File: config.mk
export PLATFORM = sky130hd
export DESIGN_NAME = axi4_rd_rr_scheduler
export DESIGN_NICKNAME = d
export VERILOG_FILES = /design/src/rtl/axi4_rd_rr_scheduler.sv
export SDC_FILE = /design/constraint.sdc
export NUM_CORES = 1
export LEC_CHECK = 0
export BUFFER_PORTS_ARGS = -buffer_cell sky130_fd_sc_hd__clkbuf_2
export CAP_MARGIN = 25
export CORE_ASPECT_RATIO = 0.75
export CORE_MARGIN = 8
export CORE_UTILIZATION = 31
export DETAILED_ROUTE_END_ITERATION = 8
export SYNTH_ARGS = -nofsm -noshare
export SYNTH_HDL_FRONTEND = slang
export SYNTH_SLANG_ARGS = --single-unit
File: constraint.sdc
create_clock -name clock -period 5.8 [get_ports clock]
set_input_delay 0.29 -clock clock [delete_from_list [all_inputs] [get_ports clock]]
set_output_delay 0.29 -clock clock [all_outputs]
set_load 0.1 [all_outputs]
File: src/rtl/axi4_rd_rr_scheduler.sv
// Shares one AXI4 read port (AR+R) among NUM requesters: round-robin AR arbitration
// with a per-requester outstanding-burst limit, and R beats routed back by the ARID prefix.
module axi4_rd_rr_scheduler #(
  parameter int unsigned NUM     = 4,
  parameter int unsigned IDSIZE  = 4,
  parameter int unsigned ASIZE   = 8,
  parameter int unsigned LSIZE   = 8,
  parameter int unsigned DSIZE   = 8,
  parameter int unsigned MAX_OUT = 8
) (
  input  logic                              clock,
  input  logic                              rst,
  input  logic [NUM-1:0]                    s_arvalid,
  output logic [NUM-1:0]                    s_arready,
  input  logic [NUM*IDSIZE-1:0]             s_arid,
  input  logic [NUM*ASIZE-1:0]              s_araddr,
  input  logic [NUM*LSIZE-1:0]              s_arlen,
  output logic [NUM-1:0]                    s_rvalid,
  input  logic [NUM-1:0]                    s_rready,
  output logic [IDSIZE-1:0]                 s_rid,
  output logic [DSIZE-1:0]                  s_rdata,
  output logic                              s_rlast,
  output logic                              m_arvalid,
  input  logic                              m_arready,
  output logic [IDSIZE+$clog2(NUM)-1:0]     m_arid,
  output logic [ASIZE-1:0]                  m_araddr,
  output logic [LSIZE-1:0]                  m_arlen,
  input  logic                              m_rvalid,
  output logic                              m_rready,
  input  logic [IDSIZE+$clog2(NUM)-1:0]     m_rid,
  input  logic [DSIZE-1:0]                  m_rdata,
  input  logic                              m_rlast,
  output logic                              err_route
);

  localparam int unsigned SW = $clog2(NUM);
  localparam int unsigned MW = IDSIZE + SW;
  localparam int unsigned CW = 8;

  typedef enum logic {IDLE, ISSUE} state_t;

  state_t            state, state_n;
  logic [SW-1:0]     ptr;
  logic [SW-1:0]     gnt;
  logic [CW-1:0]     cnt [NUM];
  logic [NUM-1:0]    elig;
  logic              found;
  logic [SW-1:0]     win;
  logic [SW-1:0]     cand;
  logic              load;
  logic              issue_done;
  logic [SW-1:0]     sel;
  logic              last_done;
  logic [NUM-1:0]    inc;
  logic [NUM-1:0]    dec;
  logic [IDSIZE-1:0] arid_a  [NUM];
  logic [ASIZE-1:0]  araddr_a[NUM];
  logic [LSIZE-1:0]  arlen_a [NUM];

  // Unpack per-requester AR fields and eligibility
  always_comb begin
    for (int unsigned k = 0; k < NUM; k++) begin
      arid_a[k]   = s_arid[k*IDSIZE +: IDSIZE];
      araddr_a[k] = s_araddr[k*ASIZE +: ASIZE];
      arlen_a[k]  = s_arlen[k*LSIZE +: LSIZE];
      elig[k]     = s_arvalid[k] && (cnt[k] < CW'(MAX_OUT));
    end
  end

  // Round-robin search starting one past the last granted requester
  always_comb begin
    found = 1'b0;
    win   = '0;
    cand  = '0;
    for (int unsigned i = 1; i <= NUM; i++) begin
      cand = ptr + SW'(i);
      if (!found && elig[cand]) begin
        found = 1'b1;
        win   = cand;
      end
    end
  end

  always_comb begin
    state_n    = state;
    s_arready  = '0;
    load       = 1'b0;
    issue_done = 1'b0;
    case (state)
      IDLE: begin
        if (found && !rst) begin
          s_arready[win] = 1'b1;
          load           = 1'b1;
          state_n        = ISSUE;
        end
      end
      ISSUE: begin
        if (m_arready) begin
          issue_done = 1'b1;
          state_n    = IDLE;
        end
      end
      default: state_n = IDLE;
    endcase
  end

  // R path: pure routing by the requester prefix of RID
  always_comb begin
    sel           = m_rid[MW-1:IDSIZE];
    s_rvalid      = '0;
    s_rvalid[sel] = m_rvalid;
    m_rready      = s_rready[sel];
    s_rid         = m_rid[IDSIZE-1:0];
    s_rdata       = m_rdata;
    s_rlast       = m_rlast;
    last_done     = m_rvalid && m_rready && m_rlast;
  end

  always_comb begin
    for (int unsigned k = 0; k < NUM; k++) begin
      inc[k] = issue_done && (gnt == SW'(k));
      dec[k] = last_done && (sel == SW'(k)) && (cnt[k] != '0);
    end
  end

  always_ff @(posedge clock) begin
    if (rst) begin
      state     <= IDLE;
      ptr       <= SW'(NUM - 1);
      gnt       <= '0;
      m_arvalid <= 1'b0;
      m_arid    <= '0;
      m_araddr  <= '0;
      m_arlen   <= '0;
      err_route <= 1'b0;
      for (int unsigned k = 0; k < NUM; k++) cnt[k] <= '0;
    end else begin
      state <= state_n;
      if (load) begin
        m_arvalid <= 1'b1;
        m_arid    <= {win, arid_a[win]};
        m_araddr  <= araddr_a[win];
        m_arlen   <= arlen_a[win];
        gnt       <= win;
      end
      if (issue_done) begin
        m_arvalid <= 1'b0;
        ptr       <= gnt;
      end
      // A last beat with nothing outstanding is a routing error, never an underflow
      if (last_done && (cnt[sel] == '0)) err_route <= 1'b1;
      for (int unsigned k = 0; k < NUM; k++) begin
        if (inc[k] && !dec[k])      cnt[k] <= cnt[k] + CW'(1);
        else if (!inc[k] && dec[k]) cnt[k] <= cnt[k] - CW'(1);
      end
    end
  end

endmodule

After elaboration in Yosys (flattened, before gate mapping) --
Memories as Yosys holds them, arrays and structs flattened. Index checks and enable logic that the tools add are counted.
Word-level totals: bits in registers 29, latch bits 0, memory bits (writable) 32, bits in read-only memories 0, memories 1
Memories:
- cnt | depth 4, width 8, read ports 5, clocked after Yosys merged registers in 0, wr ports 4, line 45 | logic [CW-1:0] cnt [NUM];
Operators by class: add/sub/neg operators 11, multiply operators 0, divide/modulo/power cells 0, magnitude comparators 13, equal/unequal tests 6, shifts and indexed selects 0, muxes and demuxes 77, bitwise logic cells 11, reductions and logical operators 53
Operator list (count):
- $mux 8 | 12
- $mux 1 | 46
- $logic_and 1x1->1 | 33
- $add 8x1->8 const B | 4
- $bmux 8 s2 | 2
- $lt 8x4->1 const B | 4
- $reduce_bool 8->1 | 4
- $sub 8x1->8 const B | 4
- $lt 2x3->1 const B | 6
- $mux 4 | 4
- $logic_not 1->1 | 12
- $bmux 1 s2 | 5
- $bmux 4 s2 | 1
- $eq 2x2->1 const B | 4
- $logic_not 8->1 | 1
- $mux 2 | 4
- $or 1x1->1 | 8
- $add 2x2->2 const B | 2
- $and 4x4->4 | 1
- $demux 1 s2 | 2
- $eq 2x1->1 const B | 2
- $ge 2x1->1 const B | 2
- $logic_not 2->1 | 2
- $ge 3x3->1 const B | 1
- 5 further kinds | 5

Depth between registers and ports, before layout --
word-level depth 20, mapped depth 12, mapped depth without buffers 11

Worst setup path after synthesis --
Ideal clock, no wire load.
path type input to register, start input port m_rid[4], end memory cnt[2][7] (data pin), library setup time 0.255 ns, arrival time 3.393 ns, required time 5.545 ns, setup slack 2.152 ns, cell stages on the path 11, buffers on the path 0, path through mux4_2 nand3_1 or4_4 inv_1 ha_1 a21o_1 a21oi_1 o21ai_0 a2111oi_0 nor3_1 o21ba_2
RTL lines:
- start: declaration | line 30 | input logic [IDSIZE+$clog2(NUM)-1:0] m_rid,
- end: declaration | line 45

==> PnR_summary.wiki <==
{| class="wikitable"
! Metric !! Value
|-
| Antenna violations before repair || 0
|-
| Critical Setup Path Class || reg -> reg
|-
| Placeable core area || 15,000 um^2
|-
| Number of warning messages in the yosys log || 0
|-
| Ys async rst share || 0
|-
| Result of the run || complete, no violations
|-
| Via density per instance || 5.38
|-
| CTS Root Cell || sky130_fd_sc_hd__clkbuf_16
|-
| Setup TNS Final || 0 ns
|-
| Cell count after synthesis || 518
|-
| HPWL after detailed placement || 10,100 um
|-
| Static leakage || 2.40 nW
|-
| Port Buffers || between 100 and 150
|-
| Drt pass-1 iters || 4
|-
| Number of enable flip-flop cells after synthesis || 32
|-
| Net count after synthesis || 648
|-
| Largest area contributor in the synthesized netlist || sky130_fd_sc_hd__edfxtp_1
|-
| Hold_buf cts || 0
|-
| Number of global-route vias before repair || approximately 4,300
|-
| CTS sink count || between 50 and 60
|-
| Leading cell types by total area after synthesis || sky130_fd_sc_hd__edfxtp_1 (21%), sky130_fd_sc_hd__dfxtp_1 (12%), sky130_fd_sc_hd__and3_1 (6.4%)
|-
| Starting density of the core || 0.312
|-
| Max-slew violation count || 0
|-
| Part of the Yosys area used for sequential elements || 0.321
|-
| Hold wc startpoint || m_arready
|-
| Remaining global-route overflow || 0
|-
| Internal power || 0.933 mW
|-
| Net switching power figure || between 0.4 and 0.5 mW
|-
| Worst setup skew after layout || 0.00619 ns
|-
| Number of buffers created by CTS || 9
|-
| WL per Instance || 16.1 um
|-
| Part of the total power dissipated in the clock network || 0.384
|-
| Crit start category || flop
|-
| Time the worst path needs with I/O delays and setup || 3.67 ns
|-
| Fillers || roughly 1,500
|-
| Comb power frac || 0.260
|-
| Total power || 1.41 mW
|-
| Worst slew pin tran || 0.955 ns
|-
| Die span in x || between 150 and 200 um
|-
| Setup slack after layout || 2.13 ns
|-
| Critical Path Sink Type || flop
|-
| Slew headroom || 0.362
|-
| Proportion of netlist area held by the largest area contributor || 0.205
|-
| Unique cell type count in the Yosys netlist || 68
|-
| End point of the most critical hold path || state$_SDFF_PP0_
|-
| Launch point of the worst reg-to-reg path || cnt[2][3]$_SDFFCE_PN0P_
|-
| Number of buffers on the longest clock path || 2
|-
| Die Outline Area || between 15,000 and 20,000 um^2
|-
| Number of routed nets with antenna violations || 0
|-
| Setup repair after global routing missed its margin || no
|-
| Ranking of synthesized cells by instance count || sky130_fd_sc_hd__and3_1 (48), sky130_fd_sc_hd__nor2_1 (39), sky130_fd_sc_hd__nand2_1 (33), sky130_fd_sc_hd__edfxtp_1 (32), sky130_fd_sc_hd__dfxtp_1 (27)
|-
| Main synth FF type || sky130_fd_sc_hd__edfxtp_1
|-
| Crit path max-delay cell type || sky130_fd_sc_hd__or4_1
|-
| Maximum level of the CTS H-tree || 3
|-
| Critical Path, Cell by Cell || or4_1, o31ai_1, or4_4, inv_1, ha_1, a21o_1, a21oi_1, o21ai_0, a2111oi_0, nor3_1, o21ba_2
|-
| Post-route clock period utilization || 0.633
|-
| Number of max-cap violations || 0
|-
| Depth of the worst register-to-register path || 11
|-
| Post-DP Area || around 5300 um^2
|-
| TritonCTS clock tree || done
|-
| Required time reported for the critical path endpoint || slightly below 6 ns
|-
| Finished layout cell area || 5650 um^2
|-
| Pin count of the biggest net entering global routing || 43
|-
| Cell with the most instances after synthesis || sky130_fd_sc_hd__and3_1
|-
| Final estimated routing congestion in global placement || 0.828
|-
| Areal power density over the cells || 249 nW/um^2
|-
| Initial drt markers || roughly 290
|-
| Die Y || 122 um
|-
| Slack of the worst reg-to-reg path || around 2.1 ns
|-
| Data arrival time of the critical path || about 3.8 ns
|-
| Area growth syn-to-layout || 20.8%
|-
| Worst vdd ir || approximately 0.00013 V
|-
| Clock latency on the worst-skew pair || approximately 0.33 ns
|-
| Pre-CTS WS || approximately 1.8 ns
|-
| Area of the mapped netlist || 4680 um^2
|-
| Detailed-route via count || 4,424
|-
| Capture point of the worst reg-to-reg path || cnt[2][7]$_SDFFCE_PN0P_
|-
| F_max || 272 MHz
|-
| Final number of hold-violating endpoints || 0
|-
| Worst min-delay path category || in -> reg
|-
| Aggregate routed wire length || 13,200 um
|-
| Post-Synthesis Mean Instance Area || approximately 9 um^2
|-
| Nets@finish || 742
|-
| Synthesis-stage register bit count || 59
|-
| Switch share || 0.337
|-
| Global-route wire length before repair || 21,400 um
|-
| Std cell rows || 39
|-
| Relative contribution of sequential cells to total power || 0.356
|-
| Max Fanout on Critical Path || 6
|-
| Setup repair bufs after CTS || 0
|-
| Count of cells resized by post-cts repair || 0
|-
| Final routed DRC violation total || 0
|-
| GRT Total Usage || 0.135
|-
| Peak per-stage delay on the critical path || 0.57 ns
|-
| Fraction of layout cells with a size suffix above 1 || 0.306
|-
| Setup Viol. Count Final || 0
|-
| CTS clk-pin slew, worst paths || about 0.050 ns
|-
| Ant diodes || 0
|-
| Ports placed on the boundary || approximately 150
|-
| Hold-critical path depth || 2
|}
critical path, delay by kind of cell, from the launching register on:
kind            cells  cell delay, ns
compound gates      6            1.69
fa+ha+maj           1            0.30
buf+inv             1            0.12
flops               1            0.41
simple gates        3            0.92
layer usage:
metal / wire (um) / GRT usage / vias up
met5: 0 / 0 / -
met4: 178 / 0.0433 / 0
met3: 652 / 0.0271 / 13
met2: 6610 / 0.238 / 130
met1: 5780 / 0.163 / 2141
li1: - / - / 2140
worst max-delay path by stage:
stage,startpoint,to
3_5_place_dp,m_rid[4],cnt[2][7]$_SDFFCE_PN0P_
2_1_floorplan,m_rid[4],cnt[2][7]$_SDFFCE_PN0P_
3_3_place_gp,m_rid[4],cnt[2][7]$_SDFFCE_PN0P_
5_1_grt,m_rid[4],cnt[0][7]$_SDFFCE_PN0P_
6_report,cnt[2][3]$_SDFFCE_PN0P_,cnt[2][7]$_SDFFCE_PN0P_
4_1_cts,cnt[2][3]$_SDFFCE_PN0P_,cnt[2][7]$_SDFFCE_PN0P_
logic make-up after synthesis:
| family | after synthesis | synth area share |
|---|---|---|
| muxes | 3 | 0.00909 |
| xor gates and xnor gates | 13 | 0.0243 |
| AOI/OAI and AO/OA | 138 | 0.252 |
| DFF | 59 | 0.321 |
| and+or+nand+nor | 207 | 0.246 |
| adders and majority gates | 23 | 0.0663 |
| buffers and inverters | 75 | 0.0816 |
placed cells by master, fill, tap and decap left out, drive strengths merged, types with 4 or more instances in the layout:
cell type / count
a21boi: 6
a21oi: 14
a221oi: 39
and2: 5
and3: 48
buf: 6
clkbuf: 141
dfxtp: 27
edfxtp: 32
ha: 20
inv: 25
nand2: 33
nand2b: 6
nand3: 9
nor2: 40
nor2b: 14
nor3: 18
nor3b: 6
nor4: 4
o21a: 6
o21ai: 15
o221ai: 4
o31ai: 21
or2: 7
or3: 8
xnor2: 6
xor2: 7
state kept, by name, summed over array words and instances, names as in the netlist:
signal	cells
cnt	32
m_araddr	8
m_arlen	8
m_arid	6
ptr	2
err_route	1
m_arvalid	1
state	1
cell type report:
type                            instances  area (um^2)  share of cell area
Clock inverter                          3         16.3             0.00288
Sequential cell                        59         1500               0.266
Clock buffer                           13          292              0.0516
Multi-Input combinational cell        384         2810               0.497
Timing Repair Buffer                  134          686               0.121
Inverter                               24         90.1              0.0159
Tap cell                              205          256              0.0454
metrics by stage:
| step | instances | hold WS (ns) | util |
|---|---|---|---|
| 6_report | 822 | 0.203 | 0.377 |
| 5_1_grt | 822 | 0.212 | 0.377 |
| 4_1_cts | 822 | 0.193 | 0.377 |
| 3_5_place_dp | 806 | 0.438 | 0.357 |
| 3_3_place_gp | 806 | 0.434 | 0.357 |
| 2_1_floorplan | 518 | 0.386 | - |
power groups by stage:
stage	clock (mW)	sequential [mW]	combinational, mW
floorplan	0	0.605	0.222
global placement	0	0.508	0.363
detailed placement	0	0.510	0.367
CTS	0.554	0.501	0.368
global route	0.569	0.506	0.392
finish	0.541	0.502	0.367
Power figures use the tool's default switching activity.
